### src/rtl/sandpiper_frame_writer_if.sv
// sandpiper_frame_writer_if
//   Frame request channel between one requester and the Sandpiper frame writer.
//   A request transfers on a sys_clk edge where valid and ready are both high.
//   Signals:
//     valid   requester -> writer  frame request pending
//     ready   writer -> requester  request accepted this cycle
//     value   requester -> writer  nibble k selects the glyph for character k
//     dp      requester -> writer  bit k lights the decimal point of character k
//     bright  requester -> writer  brightness applied to every character
//   Modports: master (requester side), slave (frame writer side).
interface sandpiper_frame_writer_if #(
  parameter int VALUE_W  = 32,
  parameter int DP_W     = 8,
  parameter int BRIGHT_W = 8
);
  logic                valid;
  logic                ready;
  logic [VALUE_W-1:0]  value;
  logic [DP_W-1:0]     dp;
  logic [BRIGHT_W-1:0] bright;

  modport master (output valid, output value, output dp, output bright, input ready);
  modport slave  (input valid, input value, input dp, input bright, output ready);
endinterface

### src/rtl/sandpiper_frame_writer.sv
// sandpiper_frame_writer
//   Sequencer/arbiter in front of the Sandpiper 7-seg driver. Two requesters
//   submit whole-frame writes; the winner (round robin) has all CAN_CT
//   characters written into the driver buffer, one commit_char strobe each.
//   Optional feature macro: LEADING_ZERO_BLANK_EN (blank glyphs above the
//   highest nonzero nibble; DP bits still shown, char 0 always drawn).
// Ports:
//   sys_clk, sys_rst   clock, synchronous active-high reset
//   req0, req1         frame request channels (slave modport)
//   busy               frame write in progress
//   frame_done         1-cycle pulse after the last strobe has been released
//   grant_id           requester owning the current/last frame
//   commit_char        driver commit strobe (driver samples on its rising edge)
//   char_selected      driver character address
//   segments           driver segment pattern {DP,G,F,E,D,C,B,A}
//   char_brightness    driver brightness
//
// State   | meaning
// IDLE    | arbitrate; ready asserted to the chosen requester
// SETUP   | present character idx on the data outputs, strobe low
// STROBE  | commit_char high for STROBE_CYC cycles
// RELEASE | commit_char low for STROBE_CYC cycles, then next char or DONE
// DONE    | pulse frame_done, return to IDLE
module sandpiper_frame_writer #(
  parameter int CAN_CT     = 8,
  parameter int SEG_CT     = 8,
  parameter int DIMMING_W  = 8,
  parameter int STROBE_CYC = 2
) (
  input  logic                        sys_clk,
  input  logic                        sys_rst,
  sandpiper_frame_writer_if.slave     req0,
  sandpiper_frame_writer_if.slave     req1,
  output logic                        busy,
  output logic                        frame_done,
  output logic                        grant_id,
  output logic                        commit_char,
  output logic [$clog2(CAN_CT)-1:0]   char_selected,
  output logic [SEG_CT-1:0]           segments,
  output logic [DIMMING_W-1:0]        char_brightness
);
  localparam int IDX_W = $clog2(CAN_CT);
  localparam int TMR_W = $clog2(STROBE_CYC + 1);
  localparam logic [TMR_W-1:0] TMR_LOAD = TMR_W'(STROBE_CYC - 1);
  localparam logic [IDX_W-1:0] IDX_LAST = IDX_W'(CAN_CT - 1);

  typedef enum logic [2:0] {S_IDLE, S_SETUP, S_STROBE, S_RELEASE, S_DONE} state_t;

  state_t                  state_q, state_d;
  logic [IDX_W-1:0]        idx_q, idx_d;
  logic [TMR_W-1:0]        tmr_q, tmr_d;
  logic                    last_grant_q;
  logic                    gnt0, gnt1;
  logic [4*CAN_CT-1:0]     value_q;
  logic [CAN_CT-1:0]       dp_q;
  logic [DIMMING_W-1:0]    bright_q;
  logic [3:0]              nibble;
  logic [SEG_CT-1:0]       seg_d;

  function automatic logic [6:0] hex7(input logic [3:0] n);
    logic [6:0] g;
    case (n)
      4'h0: g = 7'h3F;  4'h1: g = 7'h06;  4'h2: g = 7'h5B;  4'h3: g = 7'h4F;
      4'h4: g = 7'h66;  4'h5: g = 7'h6D;  4'h6: g = 7'h7D;  4'h7: g = 7'h07;
      4'h8: g = 7'h7F;  4'h9: g = 7'h6F;  4'hA: g = 7'h77;  4'hB: g = 7'h7C;
      4'hC: g = 7'h39;  4'hD: g = 7'h5E;  4'hE: g = 7'h79;  default: g = 7'h71;
    endcase
    return g;
  endfunction

  assign nibble = value_q[{idx_q, 2'b00} +: 4];

`ifdef LEADING_ZERO_BLANK_EN
  logic [IDX_W-1:0] msn;

  // Highest nonzero nibble; stays 0 for an all-zero value so char 0 shows "0".
  always_comb begin
    msn = '0;
    for (int k = 0; k < CAN_CT; k++) begin
      if (value_q[4*k +: 4] != 4'h0) msn = IDX_W'(k);
    end
  end

  always_comb begin
    seg_d = '0;
    seg_d[SEG_CT-1] = dp_q[idx_q];
    if (idx_q <= msn) seg_d[6:0] = hex7(nibble);
  end
`else
  always_comb begin
    seg_d = '0;
    seg_d[SEG_CT-1] = dp_q[idx_q];
    seg_d[6:0] = hex7(nibble);
  end
`endif

  always_comb begin
    state_d = state_q;
    idx_d   = idx_q;
    tmr_d   = tmr_q;
    gnt0    = 1'b0;
    gnt1    = 1'b0;
    case (state_q)
      S_IDLE: begin
        // On contention the port that did not win last time is served.
        if (req0.valid && req1.valid) begin
          if (last_grant_q) gnt0 = 1'b1;
          else              gnt1 = 1'b1;
        end else if (req0.valid) begin
          gnt0 = 1'b1;
        end else if (req1.valid) begin
          gnt1 = 1'b1;
        end
        if (gnt0 || gnt1) begin
          state_d = S_SETUP;
          idx_d   = '0;
        end
      end
      S_SETUP: begin
        state_d = S_STROBE;
        tmr_d   = TMR_LOAD;
      end
      S_STROBE: begin
        if (tmr_q == '0) begin
          state_d = S_RELEASE;
          tmr_d   = TMR_LOAD;
        end else begin
          tmr_d = tmr_q - 1'b1;
        end
      end
      S_RELEASE: begin
        if (tmr_q == '0) begin
          if (idx_q == IDX_LAST) begin
            state_d = S_DONE;
          end else begin
            state_d = S_SETUP;
            idx_d   = idx_q + 1'b1;
          end
        end else begin
          tmr_d = tmr_q - 1'b1;
        end
      end
      S_DONE:  state_d = S_IDLE;
      default: state_d = S_IDLE;
    endcase
  end

  assign req0.ready = gnt0;
  assign req1.ready = gnt1;

  // Driver-facing outputs are registered from the current state, so they
  // trail the FSM by one cycle: commit rises two edges after the accept.
  always_ff @(posedge sys_clk) begin
    if (sys_rst) begin
      state_q         <= S_IDLE;
      idx_q           <= '0;
      tmr_q           <= '0;
      last_grant_q    <= 1'b1;
      value_q         <= '0;
      dp_q            <= '0;
      bright_q        <= '0;
      grant_id        <= 1'b0;
      busy            <= 1'b0;
      frame_done      <= 1'b0;
      commit_char     <= 1'b0;
      char_selected   <= '0;
      segments        <= '0;
      char_brightness <= '0;
    end else begin
      state_q     <= state_d;
      idx_q       <= idx_d;
      tmr_q       <= tmr_d;
      busy        <= (state_d != S_IDLE);
      frame_done  <= (state_q == S_DONE);
      commit_char <= (state_q == S_STROBE);
      if (gnt0) begin
        value_q  <= req0.value;
        dp_q     <= req0.dp;
        bright_q <= req0.bright;
      end else if (gnt1) begin
        value_q  <= req1.value;
        dp_q     <= req1.dp;
        bright_q <= req1.bright;
      end
      if (gnt0 || gnt1) begin
        grant_id     <= gnt1;
        last_grant_q <= gnt1;
      end
      if (state_q == S_SETUP) begin
        char_selected   <= idx_q;
        segments        <= seg_d;
        char_brightness <= bright_q;
      end
    end
  end
endmodule

### src/flat_wrapper.sv
// flat-port wrapper written by rule: the top's interface ports become plain ports
module sandpiper_frame_writer_flat 
#(
  parameter int CAN_CT     = 8,
  parameter int SEG_CT     = 8,
  parameter int DIMMING_W  = 8,
  parameter int STROBE_CYC = 2
)
  (sys_clk, sys_rst, busy, frame_done, grant_id, commit_char, char_selected, segments, char_brightness, req0_valid, req0_value, req0_dp, req0_bright, req0_ready, req1_valid, req1_value, req1_dp, req1_bright, req1_ready);
  sandpiper_frame_writer_if req0_i ();
  sandpiper_frame_writer_if req1_i ();
  input  logic sys_clk;
  input  logic sys_rst;
  output logic busy;
  output logic frame_done;
  output logic grant_id;
  output logic commit_char;
  output logic [$clog2(CAN_CT)-1:0] char_selected;
  output logic [SEG_CT-1:0] segments;
  output logic [DIMMING_W-1:0] char_brightness;
  input wire logic [$bits(req0_i.valid)-1:0] req0_valid;
  input wire logic [$bits(req0_i.value)-1:0] req0_value;
  input wire logic [$bits(req0_i.dp)-1:0] req0_dp;
  input wire logic [$bits(req0_i.bright)-1:0] req0_bright;
  output wire logic [$bits(req0_i.ready)-1:0] req0_ready;
  input wire logic [$bits(req1_i.valid)-1:0] req1_valid;
  input wire logic [$bits(req1_i.value)-1:0] req1_value;
  input wire logic [$bits(req1_i.dp)-1:0] req1_dp;
  input wire logic [$bits(req1_i.bright)-1:0] req1_bright;
  output wire logic [$bits(req1_i.ready)-1:0] req1_ready;
  assign req0_i.valid = req0_valid;
  assign req0_i.value = req0_value;
  assign req0_i.dp = req0_dp;
  assign req0_i.bright = req0_bright;
  assign req0_ready = req0_i.ready;
  assign req1_i.valid = req1_valid;
  assign req1_i.value = req1_value;
  assign req1_i.dp = req1_dp;
  assign req1_i.bright = req1_bright;
  assign req1_ready = req1_i.ready;
  sandpiper_frame_writer #(.CAN_CT(CAN_CT), .SEG_CT(SEG_CT), .DIMMING_W(DIMMING_W), .STROBE_CYC(STROBE_CYC)) u_core (.sys_clk(sys_clk), .sys_rst(sys_rst), .req0(req0_i), .req1(req1_i), .busy(busy), .frame_done(frame_done), .grant_id(grant_id), .commit_char(commit_char), .char_selected(char_selected), .segments(segments), .char_brightness(char_brightness));
endmodule
### config.mk
export PLATFORM = sky130hd
export DESIGN_NAME = sandpiper_frame_writer_flat
export DESIGN_NICKNAME = d
export VERILOG_FILES = /design/src/rtl/sandpiper_frame_writer_if.sv /design/src/rtl/sandpiper_frame_writer.sv /design/src/flat_wrapper.sv
export SDC_FILE = /design/constraint.sdc
export NUM_CORES = 1
export LEC_CHECK = 0
export ABC_AREA = 1
export BUFFER_PORTS_ARGS = -buffer_cell sky130_fd_sc_hd__buf_2
export CELL_PAD_IN_SITES_DETAIL_PLACEMENT = 1
export CELL_PAD_IN_SITES_GLOBAL_PLACEMENT = 1
export CORE_AREA = 2 2 111 113
export DETAILED_ROUTE_END_ITERATION = 8
export DIE_AREA = 0 0 113 115
export PLACE_DENSITY_LB_ADDON = 0.1
export SLEW_MARGIN = 20
export SYNTH_ARGS = -nofsm -noshare
export SYNTH_HDL_FRONTEND = slang
export SYNTH_SLANG_ARGS = --single-unit
export TNS_END_PERCENT = 20
### constraint.sdc
create_clock -name sys_clk -period 2.55 [get_ports sys_clk]
set_clock_uncertainty 0.2 [all_clocks]
set_input_delay 0.1275 -clock sys_clk [delete_from_list [all_inputs] [get_ports sys_clk]]
set_output_delay 0.1275 -clock sys_clk [all_outputs]
set_load 0.01 [all_outputs]
Yosys cells after proc, flatten, opt, wreduce, memory -nomap -nowiden
Memory sizes are Yosys's and may differ from the RTL's. A register that Yosys moved wholly into a read port is not among the register bits.
Index checks and enable logic that the tools add are counted.
- register bits: 80
- memory bits (read-only): 112
- input port bits: 100
- output and inout bits: 25
- memories kept: 1
- memories (name ; depth ; width ; rd ports ; clocked after memory_dff ; wr ports ; line ; text):
    (no name shown) ; 16 ; 7 ; 1 ; 1 ; 0 ; sandpiper_frame_writer.sv:62 ; case (n)
- add/sub/neg operators: 2
- order comparisons: 1
- eq/ne operators: 9
- shift-type cells: 1
- mux-type cells: 31
- reductions and logical operators: 11
- operators with widths (kind ; number):
    $mux 32 ; 2
    $mux 8 ; 4
    $shiftx 32x6->4 ; 1
    $mux 3 ; 7
    $mux 1 ; 12
    $pmux 3 s4 ; 1
    $eq 3x2->1 const B ; 2
    $eq 3x3->1 const B ; 2
    $pmux 2 s3 ; 1
    $pmux 3 s2 ; 1
    $reduce_bool 3->1 ; 2
    $lt 3x4->1 const B ; 1
    $mux 2 ; 2
    $ne 2x1->1 const B ; 2
    $ne 2x2->1 const B ; 2
    $reduce_and 4->1 ; 1
    $reduce_bool 2->1 ; 2
    $add 3x1->3 const B ; 1
    $bmux 1 s3 ; 1
    $eq 3x1->1 const B ; 1
    $logic_not 3->1 ; 1
    $logic_not 2->1 ; 1
    $logic_or 1x1->1 ; 2
    $reduce_and 2->1 ; 1
    2 further kinds ; 2

Depth between registers and ports, before layout
Gate-level depths: netlist of run 1.
- depth in word-level cells: 8
- depth in mapped cells: 15

Least setup slack after synthesis of run 1
Ideal clock, no wire load.
- path kind: register to register
- start: reg u_core.idx_q[0]
- end: reg u_core.segments[3]
- library setup time: 0.127 ns
- arrival time: 1.952 ns
- data required time: 2.223 ns
- setup slack: 0.272 ns
- stages on the path, launching flop included: 14
- path buffers: 2
- path through: dfxtp_1 -> inv_2 -> buf_4 -> buf_2 -> nor2_1 -> o22ai_1 -> inv_1 -> o21ai_0 -> inv_1 -> ha_1 -> nand2_1 -> nand3_1 -> nand2_1 -> a21oi_1
- cells in the longest elaborated chain, start to end: 1
- ends and longest elaborated chain (element ; line ; text):
    start, declared ; sandpiper_frame_writer.sv:50 ; logic [IDX_W-1:0] idx_q, idx_d;
    start signal, assigned ; sandpiper_frame_writer.sv:171 ; idx_q <= idx_d;
    $shiftx 32x6->4 ; sandpiper_frame_writer.sv:71 ; assign nibble = value_q[{idx_q, 2'b00} +: 4];
    end, declared ; sandpiper_frame_writer.sv:39 ; output logic [SEG_CT-1:0] segments,
No other way between the ends.
A chain may end at the register's enable or synchronous reset.

Worst setup path after layout of run 1
- start: reg u_core.state_q[1]
- end: reg u_core.dp_q[5]
- cells in the longest elaborated chain, start to end: 3
- elaborated cells on any way between the ends: 5
- those cells by class: mux: 3; reduce/logical: 2
- ends and longest elaborated chain (element ; line ; text):
    start, declared ; sandpiper_frame_writer.sv:49 ; state_t state_q, state_d;
    start signal, assigned ; sandpiper_frame_writer.sv:170 ; state_q <= state_d;
    $logic_not 3->1 (*) ; sandpiper_frame_writer.sv:103 ; case (state_q)
    $mux 1 ; sandpiper_frame_writer.sv:103 ;
    $mux 8 / $reduce_bool 2->1 (equally long branches) ; n/a ;
    end signal, assigned ; sandpiper_frame_writer.sv:178 ; dp_q <= req0.dp;
    end signal, assigned ; sandpiper_frame_writer.sv:182 ; dp_q <= req1.dp;
    end, declared ; sandpiper_frame_writer.sv:55 ; logic [CAN_CT-1:0] dp_q;
Mark *: on every way between the ends. The rest lies on a longest branch, timed or not.

==> impl_metrics.tcl, run 1 <==
set metrics [dict create \
    status "finished with violations" \
    violations "DRC" \
    dp_hpwl_um 9530 \
    yosys.area_share.simple_pct 29.31 \
    via_per_inst 4.980 \
    finalCritPeriodShare_pct 95.24 \
    tns_ns 0 \
    synth_xor_xnor_area_share_pct 0 \
    timing_hold_violations_final 0 \
    crit_fanout 45 \
    die_y_um 115 \
    worst_pin_slew_ns 0.6089 \
    grt_pass1_vias 5199 \
    ys_ff_latch 80 \
    ys_seq_area_share_pct 38.21 \
    wl_um 15000 \
    grtUsageTotal_pct 23.85 \
    io_pins 125 \
    crit_type "reg -> reg" \
    ant_nets 0 \
    antenna_cells 0 \
    grt_pass1_wl_um 24930 \
    synthMuxAreaShare_pct 0 \
    start_kind "register" \
    p_leak_nw 3.182 \
    period_needed_ns 2.429 \
    syn_area_sq_um 4192 \
    syn_area_per_cell_sq_um 6.871 \
    synth_cell_type_count 30 \
    die-area_sq_um 13000 \
    grt_max_degree 49 \
    fin_cells 973 \
    core_sq_um 11810 \
    worst_hold_slack_ns 0.05891 \
    rsz0062_at_grt "true" \
    regToRegSetupSlack_ns 0.12 \
    postLayoutSetupSlackWorst_ns 0.1215 \
    yosys_warnings 0 \
    p_per_area_nw_per_um2 741.2 \
    post-cts-setup-buffer-count 0 \
    clock-root-buffer "clkbuf_16" \
    wl_per_cell_um 15.41 \
    fmax_mhz 411.8 \
    syn2layout_area_growth_pct 49.58 \
    required_ns 2.59 \
    synth_compound_area_share_pct 16.39 \
    synthAdderAreaFrac_pct 3.582 \
    crit_arrival_ns 2.47 \
    vdd_drop_max_mv 0.3576 \
    cts_buffers 9 \
    drc 4 \
    tritoncts "built" \
    placedCellCount 860 \
    h-tree-depth 3 \
    mostFrequentLayoutCell "nand2_1" \
    drtIter0Drc 191 \
    cts.sinks 80 \
    slew_headroom_pct 59.35 \
    synth_top_family_by_area "simple AND/OR/NAND/NOR gates" \
    final_cell_mix "nand2_1, buf_2, dlygate4sd3_1" \
    route.vias.total 4846 \
    die-width_um 113 \
    gp_congestion 0.8528 \
    hp-class "in -> reg" \
    setup_viol 0 \
    synth_cells 610 \
    initial_utilization_pct 35.49 \
    syn_nets 722 \
    io_buffers 124 \
    path_clk_slew_ns 0.07 \
    gr-total-overflow 0 \
    rows 40 \
    insertion_delay_ns 0.35 \
    fin_nets 933 \
    dp_worst_setup_slack_ns 0.3016 \
    max_cap_viol_count 0 \
    cts_buffer_depth 2 \
    drt_first_pass_iters 8 \
    endpoint_kind "register" \
    maxSlewViolCount 0 \
    fillers 1510 \
    antenna_found_initial 0 \
    drive_above_1_share_pct 21.07 \
]
-- sequential cells by signal, summed over array words and instances, names as in the netlist, 2 cells and up --
signal,flops
u_core.bright_q,8
u_core.char_brightness,8
u_core.char_selected,3
u_core.dp_q,8
u_core.idx_q,3
u_core.segments,8
u_core.state_q,3
u_core.tmr_q,2
u_core.value_q,32
-- report_power, final --
part           total [mW]  switching, mW  leakage [nW]  internal (mW)
combinational        1.59          0.911          2.36          0.674
sequential           1.64          0.152         0.661           1.49
clock                1.42          0.554         0.157          0.867
total                4.65           1.62          3.18           3.03
-- per-layer routing --
metal	track usage, %	up-vias	share of wire [%]
met3	5.219	21	3.8
li1	-	2421	-
met4	6.667	0	2.1
met5	0	-	0
met2	44.51	99	52
met1	27.45	2305	43
-- through the flow --
stage	cell area (sq um)	util (%)	power, mW
2_1_floorplan	4192	-	2.546
3_3_place_gp	4940	41.82	2.944
3_5_place_dp	4940	41.82	2.999
4_1_cts	6228	52.73	4.648
5_1_grt	6270	53.08	4.967
6_report	6270	53.08	4.647
-- synth_stat cells (all sizes together) --
| cell | n | share of area, % |
|---|---|---|
| inv | 85 | 7.6 |
| ha | 12 | 3.6 |
| nand2 | 164 | 15 |
| nand3 | 82 | 10 |
| o31ai | 1 | 0.18 |
| a21oi | 19 | 2.3 |
| o21a | 2 | 0.36 |
| nand3b | 1 | 0.18 |
| nor2 | 35 | 3.3 |
| o22ai | 5 | 0.75 |
| buf | 24 | 3.6 |
| o21ai | 28 | 3.4 |
| dfxtp | 80 | 38 |
| clkinv | 1 | 0.089 |
| nor3 | 4 | 0.60 |
| a211oi | 1 | 0.18 |
| clkbuf | 14 | 1.3 |
| o211ai | 50 | 9.1 |
| nor4 | 1 | 0.15 |
| a31oi | 1 | 0.15 |
-- worst paths after layout --
check	start	to	depth (start not counted)
worst max-delay path	u_core.state_q[1]$_SDFF_PP0_	u_core.dp_q[5]$_SDFFE_PP0P_	10
worst min-delay path	req0_bright[7]	u_core.bright_q[7]$_SDFFE_PP0P_	5
worst max register to register	u_core.state_q[1]$_SDFF_PP0_	u_core.dp_q[5]$_SDFFE_PP0P_	10
worst min register to register	u_core.bright_q[0]$_SDFFE_PP0P_	u_core.char_brightness[0]$_SDFFE_PP0P_	2
-- worst max-delay path, stage by stage (launching register included) --
cell	delay, ns
dfxtp_1	0.34
inv_2	0.09
nand2_2	0.08
nor2_4	0.17
o211ai_4	0.18
nand2_8	0.18
buf_12	0.23
nand3_1	0.11
dlygate4sd3_1	0.58
o211ai_1	0.09
inv_1	0.05
-- layout make-up --
type	instances	area, sq um	area share, %
Multi-Input combinational cell	407	2100	33.49
Timing Repair Buffer	237	1729	27.58
Sequential cell	80	1602	25.54
Inverter	86	327.8	5.228
Clock buffer	9	225.2	3.592
Tap cell	147	183.9	2.934
Clock inverter	7	102.6	1.636
-- cell families after synthesis --
logic type      count (synthesis)
buf+inv                       124
fa+ha+maj                      12
compound gates                107
simple gates                  287
flops                          80
-- repair_timing --
item | in CTS | in global routing
endpoints found under the setup margin | 0 | 21
gates resized for setup | 0 | 8
hold buffers | 96 | 0
endpoints found under the hold margin | 59 | 0
No activity file was read; power rests on OpenSTA's default activity.
==> inputs of run 2 (changes only) <==
CORE_AREA = 2 2 128 99   (was 2 2 111 113)
DIE_AREA = 0 0 130 101   (was 0 0 113 115)
==> run 2 against run 1 <==
  * The flow finishes with violations (hold timing)
  * Worst setup slack better by 0.0024 ns
  * First-iteration DRC count is 12% higher
  * Highest routed layer unchanged
  * Register-to-register slack hardly changed
  * Sequential share of layout area is 0.20 points lower
  * Non-clock buffer count is 1 lower
  * Routed wire length is 1.4% higher
  * Cell count is 1.8% higher
  * Clock-buffer cell count is 1 higher
==> impl_metrics.tcl, run 2 (synthesis gave the netlist of run 1 again) <==
set metrics [dict create \
    wl_per_cell_um 15.34 \
    finalCritPeriodShare_pct 95.14 \
    timing_hold_violations_final 1 \
    dp_hpwl_um 9350 \
    route.vias.total 4788 \
    power_frac_clock_pct 28.8 \
    crit_buf_inv 5 \
    grt_max_degree 44 \
    ant_nets 0 \
    fmax_mhz 412.2 \
    insertion_delay_ns 0.34 \
    cts.sinks 80 \
    crit_fanout 22 \
    initial_utilization_pct 35.06 \
    drive_above_1_share_pct 20.85 \
    postLayoutSetupSlackWorst_ns 0.1239 \
    core_sq_um 11960 \
    start_kind "register" \
    wl_um 15200 \
    dp_worst_setup_slack_ns 0.3250 \
    mostFrequentLayoutCell "nand2_1" \
    final_cell_mix "nand2_1, buf_2, dlygate4sd3_1" \
    p_leak_nw 3.184 \
    gr-total-overflow 0 \
    io_buffers 124 \
    crit_arrival_ns 2.50 \
    grt_pass1_wl_um 23940 \
    crit_type "reg -> reg" \
    cp_top_family "buffers and inverters" \
    die-width_um 130 \
    drtIter0Drc 214 \
    syn2layout_area_growth_pct 50.78 \
    place_area_sq_um 4964 \
    vdd_drop_max_mv 0.4300 \
    worst_hold_slack_ns -0.00003220 \
    drc 0 \
    violations "hold timing" \
    via_per_inst 4.831 \
    swShare_pct 35.11 \
    fillers 1567 \
    rsz0062_at_grt "false" \
    final_area_sq_um 6320 \
    drt_first_pass_iters 4 \
    slew_headroom_pct 67.27 \
    max_cap_viol_count 0 \
    path_clk_slew_ns 0.06 \
    path_cells "inv_2 -> nand2_2 -> nor2_4 -> nand2_4 -> inv_4 -> buf_12 -> nand2_1 -> nand3_1 -> o211ai_1 -> inv_1 -> dlygate4sd3_1" \
    pwr-share-seq_pct 35.6 \
    tns_ns 0 \
    die_y_um 101 \
    p_sw_mw 1.617 \
    h-tree-depth 3 \
    antenna_found_initial 0 \
    slowest_stage "dlygate4sd3_1" \
    placedCellCount 874 \
    finalPower_mw 4.606 \
    setup_viol 0 \
    clock-root-buffer "clkbuf_16" \
    p_per_area_nw_per_um2 728.8 \
    endpoint_kind "register" \
    combinationalPowerShare_pct 35.7 \
    period_needed_ns 2.426 \
    slowest_delay_ns 0.55 \
    rows 35 \
    largest_reg_flops 32 \
    antenna_cells 0 \
    tritoncts "built" \
    p_int_mw 2.989 \
    cts_buffers 9 \
    cts_buffer_depth 2 \
    fin_nets 932 \
    fin_cells 991 \
    maxSlewViolCount 0 \
    io_pins 125 \
    grt_pass1_vias 4945 \
    gp_congestion 0.8222 \
    grtUsageTotal_pct 23.27 \
    required_ns 2.63 \
    hp-class "in -> reg" \
    fin_util_pct 52.86 \
    regMostFlops "u_core.value_q" \
    status "finished with violations" \
    die-area_sq_um 13130 \
    worst_pin_slew_ns 0.4902 \
]
## run 2: cell types whose count changed in the layout (fill, tap and decap cells not counted), sizes merged
cell	delta
clkinvlp	+1
dlygate4sd3	+1
clkbuf	+2
buf	-3
bufinv	-1
inv	-1
## run 2: power by group through the flow
stage	clock network (mW)	logic, mW	registers [mW]
6_report	1.33	1.64	1.64
5_1_grt	1.41	1.85	1.66
3_3_place_gp	0	1.29	1.66
2_1_floorplan	0	0.910	1.64
3_5_place_dp	0	1.34	1.66
4_1_cts	1.36	1.56	1.63
## run 2: path summary, 6_finish.rpt
kind,startpoint,end,slack [ns],cells after the start
worst min register to register,u_core.bright_q[1]$_SDFFE_PP0P_,u_core.char_brightness[1]$_SDFFE_PP0P_,0.30,2
worst max register to register,u_core.state_q[1]$_SDFF_PP0_,u_core.value_q[27]$_SDFFE_PP0P_,0.12,11
worst min-delay path,req1_dp[7],u_core.dp_q[7]$_SDFFE_PP0P_,-0.00003,5
worst max-delay path,u_core.state_q[1]$_SDFF_PP0_,u_core.value_q[27]$_SDFFE_PP0P_,0.12,11
## run 2: cell type report
class	instances	area, sq um	area share (%)
Inverter	86	325.3	5.147
Sequential cell	80	1602	25.34
Clock inverter	6	67.56	1.069
Clock buffer	10	239.0	3.781
Tap cell	166	207.7	3.286
Timing Repair Buffer	236	1779	28.15
Multi-Input combinational cell	407	2100	33.22
## run 2: tightest hold or removal path, cell delays in order
cell,delay (ns)
buf_2,0.09
nand2_1,0.06
nand3_1,0.09
o211ai_1,0.09
inv_1,0.05
## run 2: per-layer routing
| layer | global-route usage, % | part of all wire [%] | up-vias |
|---|---|---|---|
| met2 | 44.02 | 51 | 106 |
| met5 | 0 | 0 | - |
| met3 | 3.928 | 3.0 | 16 |
| met1 | 27.08 | 45 | 2263 |
| li1 | - | - | 2403 |
| met4 | 6.038 | 1.4 | 0 |
## run 2: timing repair
item	CTS	global route
hold buffers	97	0
resized for setup	0	6
hold endpoints to repair	60	0
setup endpoints to repair	0	23
setup buffers	0	2
==> inputs of run 3 (changes only) <==
ABC_AREA = default   (was 1)
CORE_AREA = 2 2 121 94   (was 2 2 128 99)
DIE_AREA = 0 0 123 96   (was 0 0 130 101)
REMOVE_ABC_BUFFERS = 1   (was default)
==> run 3 against run 2 <==
  * The flow now finishes without violations
  * Critical path depth decreased by 5
  * Flip-flop and latch count unchanged
  * Routed wire length decreased by 4.6%
  * Combinational power decreased by 26%
  * Core utilization increased by 3.3 points
  * Sequential power decreased by 6%
  * Worst hold slack improved by 0.038 ns
  * Critical endpoint is now u_core.segments[0]$_SDFFE_PP0P_
  * Largest power group unchanged
==> impl_metrics.tcl, run 3 <==
set metrics [dict create \
    rsz0062_at_grt "false" \
    clock-root-buffer "clkbuf_16" \
    swShare_pct 31.62 \
    yosysTopAreaCellShare_pct 41.61 \
    syn_area_per_cell_sq_um 8.241 \
    synth_most_common_cell "nand2_1" \
    required_ns 2.62 \
    synthMuxAreaShare_pct 8.940 \
    highest_layer "met4" \
    tns_ns 0 \
    setup_viol 0 \
    crit_arrival_ns 2.53 \
    maxSlewViolCount 0 \
    final_area_sq_um 5978 \
    route.vias.total 4279 \
    synth_edf_count 0 \
    place_area_sq_um 4679 \
    combinationalPowerShare_pct 31.0 \
    final_cell_mix "nand2_1, buf_2, dlygate4sd3_1" \
    slew_headroom_pct 62.63 \
    tritoncts "built" \
    period_needed_ns 2.459 \
    p_per_area_nw_per_um2 654.2 \
    gp_congestion 0.7520 \
    wl_met1_um 6056 \
    synth_cells 467 \
    initial_utilization_pct 36.13 \
    yosys-top-cells-count "nand2_1, dfxtp_1, nor2_1" \
    h-tree-depth 3 \
    mostFrequentLayoutCell "nand2_1" \
    drtIter0Drc 186 \
    die-area_sq_um 11810 \
    pwr-share-seq_pct 39.5 \
    die-width_um 123 \
    p_int_mw 2.674 \
    wl_met3_um 576 \
    yosys.area_share.simple_pct 23.05 \
    max_cap_viol_count 0 \
    start_kind "register" \
    io_pins 125 \
    gr-total-overflow 0 \
    endpoint_kind "register" \
    io_buffers 124 \
    ys_ff_latch 80 \
    grt_pass1_wl_um 22490 \
    status "finished, final reports clean" \
    synth_top_area_cell "dfxtp_1" \
    synth_top_family_by_area "simple AND/OR/NAND/NOR gates" \
    drt_first_pass_iters 4 \
    antenna_found_initial 2 \
    grt_max_degree 72 \
    die_y_um 96 \
    ys.flop_type "dfxtp_1" \
    cts_buffers 9 \
    insertion_delay_ns 0.34 \
    p_leak_nw 2.614 \
    fmax_mhz 406.6 \
    core_sq_um 10650 \
    crit_type "reg -> reg" \
    synth_cell_type_count 41 \
    ys_seq_area_share_pct 41.61 \
    power_frac_clock_pct 29.6 \
    rows 33 \
    cts_buffer_depth 2 \
    synth_area_leaders "dfxtp_1, nand2_1, a311oi_1" \
    via_per_inst 5.155 \
    synth_xor_xnor_area_share_pct 0 \
    hp-class "in -> reg" \
    synth_compound_area_share_pct 17.85 \
    cts.sinks 80 \
    routed-wl-met2_um 7526 \
    worst_pin_slew_ns 0.5605 \
    fin_nets 797 \
    dp_hpwl_um 8644 \
    p_sw_mw 1.237 \
    hold_start "req1_valid" \
    async_flop_share_pct 0 \
    drive_above_1_share_pct 26.02 \
    timing.rr.start "u_core.idx_q[0]$_SDFFE_PP0P_" \
    drc 0 \
    wl_um 14490 \
    path_clk_slew_ns 0.06 \
    grtUsageTotal_pct 24.99 \
    yosys_warnings 0 \
    grt_pass1_vias 4444 \
    wl_per_cell_um 17.46 \
    syn_area_sq_um 3849 \
    finalCritPeriodShare_pct 96.45 \
    largest_reg_flops 32 \
    ant_nets 0 \
    regMostFlops "u_core.value_q" \
    crit_fanout 9 \
    synthAdderAreaFrac_pct 3.901 \
    critPathLaunch "u_core.idx_q[0]$_SDFFE_PP0P_" \
    vdd_drop_max_mv 0.3454 \
    syn2layout_area_growth_pct 55.33 \
    timing_hold_violations_final 0 \
]
[run 3: cell types whose count changed after synthesis, sizes merged, moves of 14 or more]
cell | before | now
nand2 | 164 | 131
o211ai | 50 | 0
a311oi | 0 | 49
buf | 24 | 10
inv | 85 | 5
nor2 | 35 | 69
o21ai | 28 | 6
clkbuf | 14 | 29
nand3 | 82 | 4
[run 3: cell families after synthesis]
group,Yosys count
multiplexers,20
buffers and inverters,44
adder cells (fa/ha/maj),12
AO/OA/AOI/OAI,89
flip-flops,80
AND/OR/NAND/NOR,222
[run 3: path summary, 6_finish.rpt]
path	endpoint	slack (ns)	depth (start not counted)
worst max-delay path	u_core.segments[0]$_SDFFE_PP0P_	0.09	6
worst max register to register	u_core.segments[0]$_SDFFE_PP0P_	0.09	6
worst min register to register	u_core.segments[2]$_SDFFE_PP0P_	0.25	2
worst min-delay path	u_core.grant_id$_SDFFE_PP0P_	0.04	4
[run 3: power groups by stage]
stage / logic, mW / clock network [mW] / registers [mW]
finish: 1.21 / 1.16 / 1.54
global route: 1.33 / 1.23 / 1.56
CTS: 1.16 / 1.17 / 1.54
detailed placement: 1.00 / 0 / 1.57
global placement: 0.974 / 0 / 1.57
floorplan: 0.605 / 0 / 1.55
[run 3: critical path, stage by stage (launching register included)]
cell	delay, ns
dfxtp_1	0.44
buf_4	0.21
mux4_2	0.53
mux2_4	0.34
and2_4	0.18
o41a_1	0.37
o21ai_1	0.11
[run 3: area by class of cell]
| type | instances | area, sq um |
|---|---|---|
| Fill cell | 1267 | 4674 |
| Timing Repair Buffer | 246 | 1826 |
| Tap cell | 140 | 175.2 |
| Sequential cell | 80 | 1604 |
| Inverter | 5 | 23.77 |
| Multi-Input combinational cell | 343 | 2090 |
| Clock inverter | 1 | 5.005 |
| Antenna cell | 2 | 5.005 |
| Clock buffer | 13 | 250.2 |
[run 3: stage by stage]
| step | hold slack, ns | cells | power, mW | worst slack [ns] | utilization (%) |
|---|---|---|---|---|---|
| after global routing | 0.06540 | 830 | 4.125 | 0.001457 | 56.12 |
| after CTS | 0.03874 | 826 | 3.872 | 0.07030 | 55.63 |
| final | 0.03839 | 830 | 3.911 | 0.09055 | 56.12 |
| after global placement | 0.1965 | 713 | 2.542 | 0.1538 | 43.93 |
| after detailed placement | 0.2030 | 713 | 2.568 | 0.08169 | 43.93 |
| after floorplan | -0.003434 | 428 | 2.155 | -0.7606 | - |
[run 3: routing by layer]
metal | vias to the layer above | global-route usage, %
met2 | 97 | 45.07
met4 | 0 | 9.754
met3 | 23 | 6.576
li1 | 2079 | -
met1 | 2080 | 28.34
met5 | - | 0
[run 3: timing repair]
| action | 4_1_cts | 5_1_grt |
|---|---|---|
| resized for setup | 0 | 8 |
| hold endpoints to repair | 55 | 0 |
| hold buffers | 99 | 0 |
| setup endpoints to repair | 0 | 19 |
| buffers inserted | 0 | 2 |
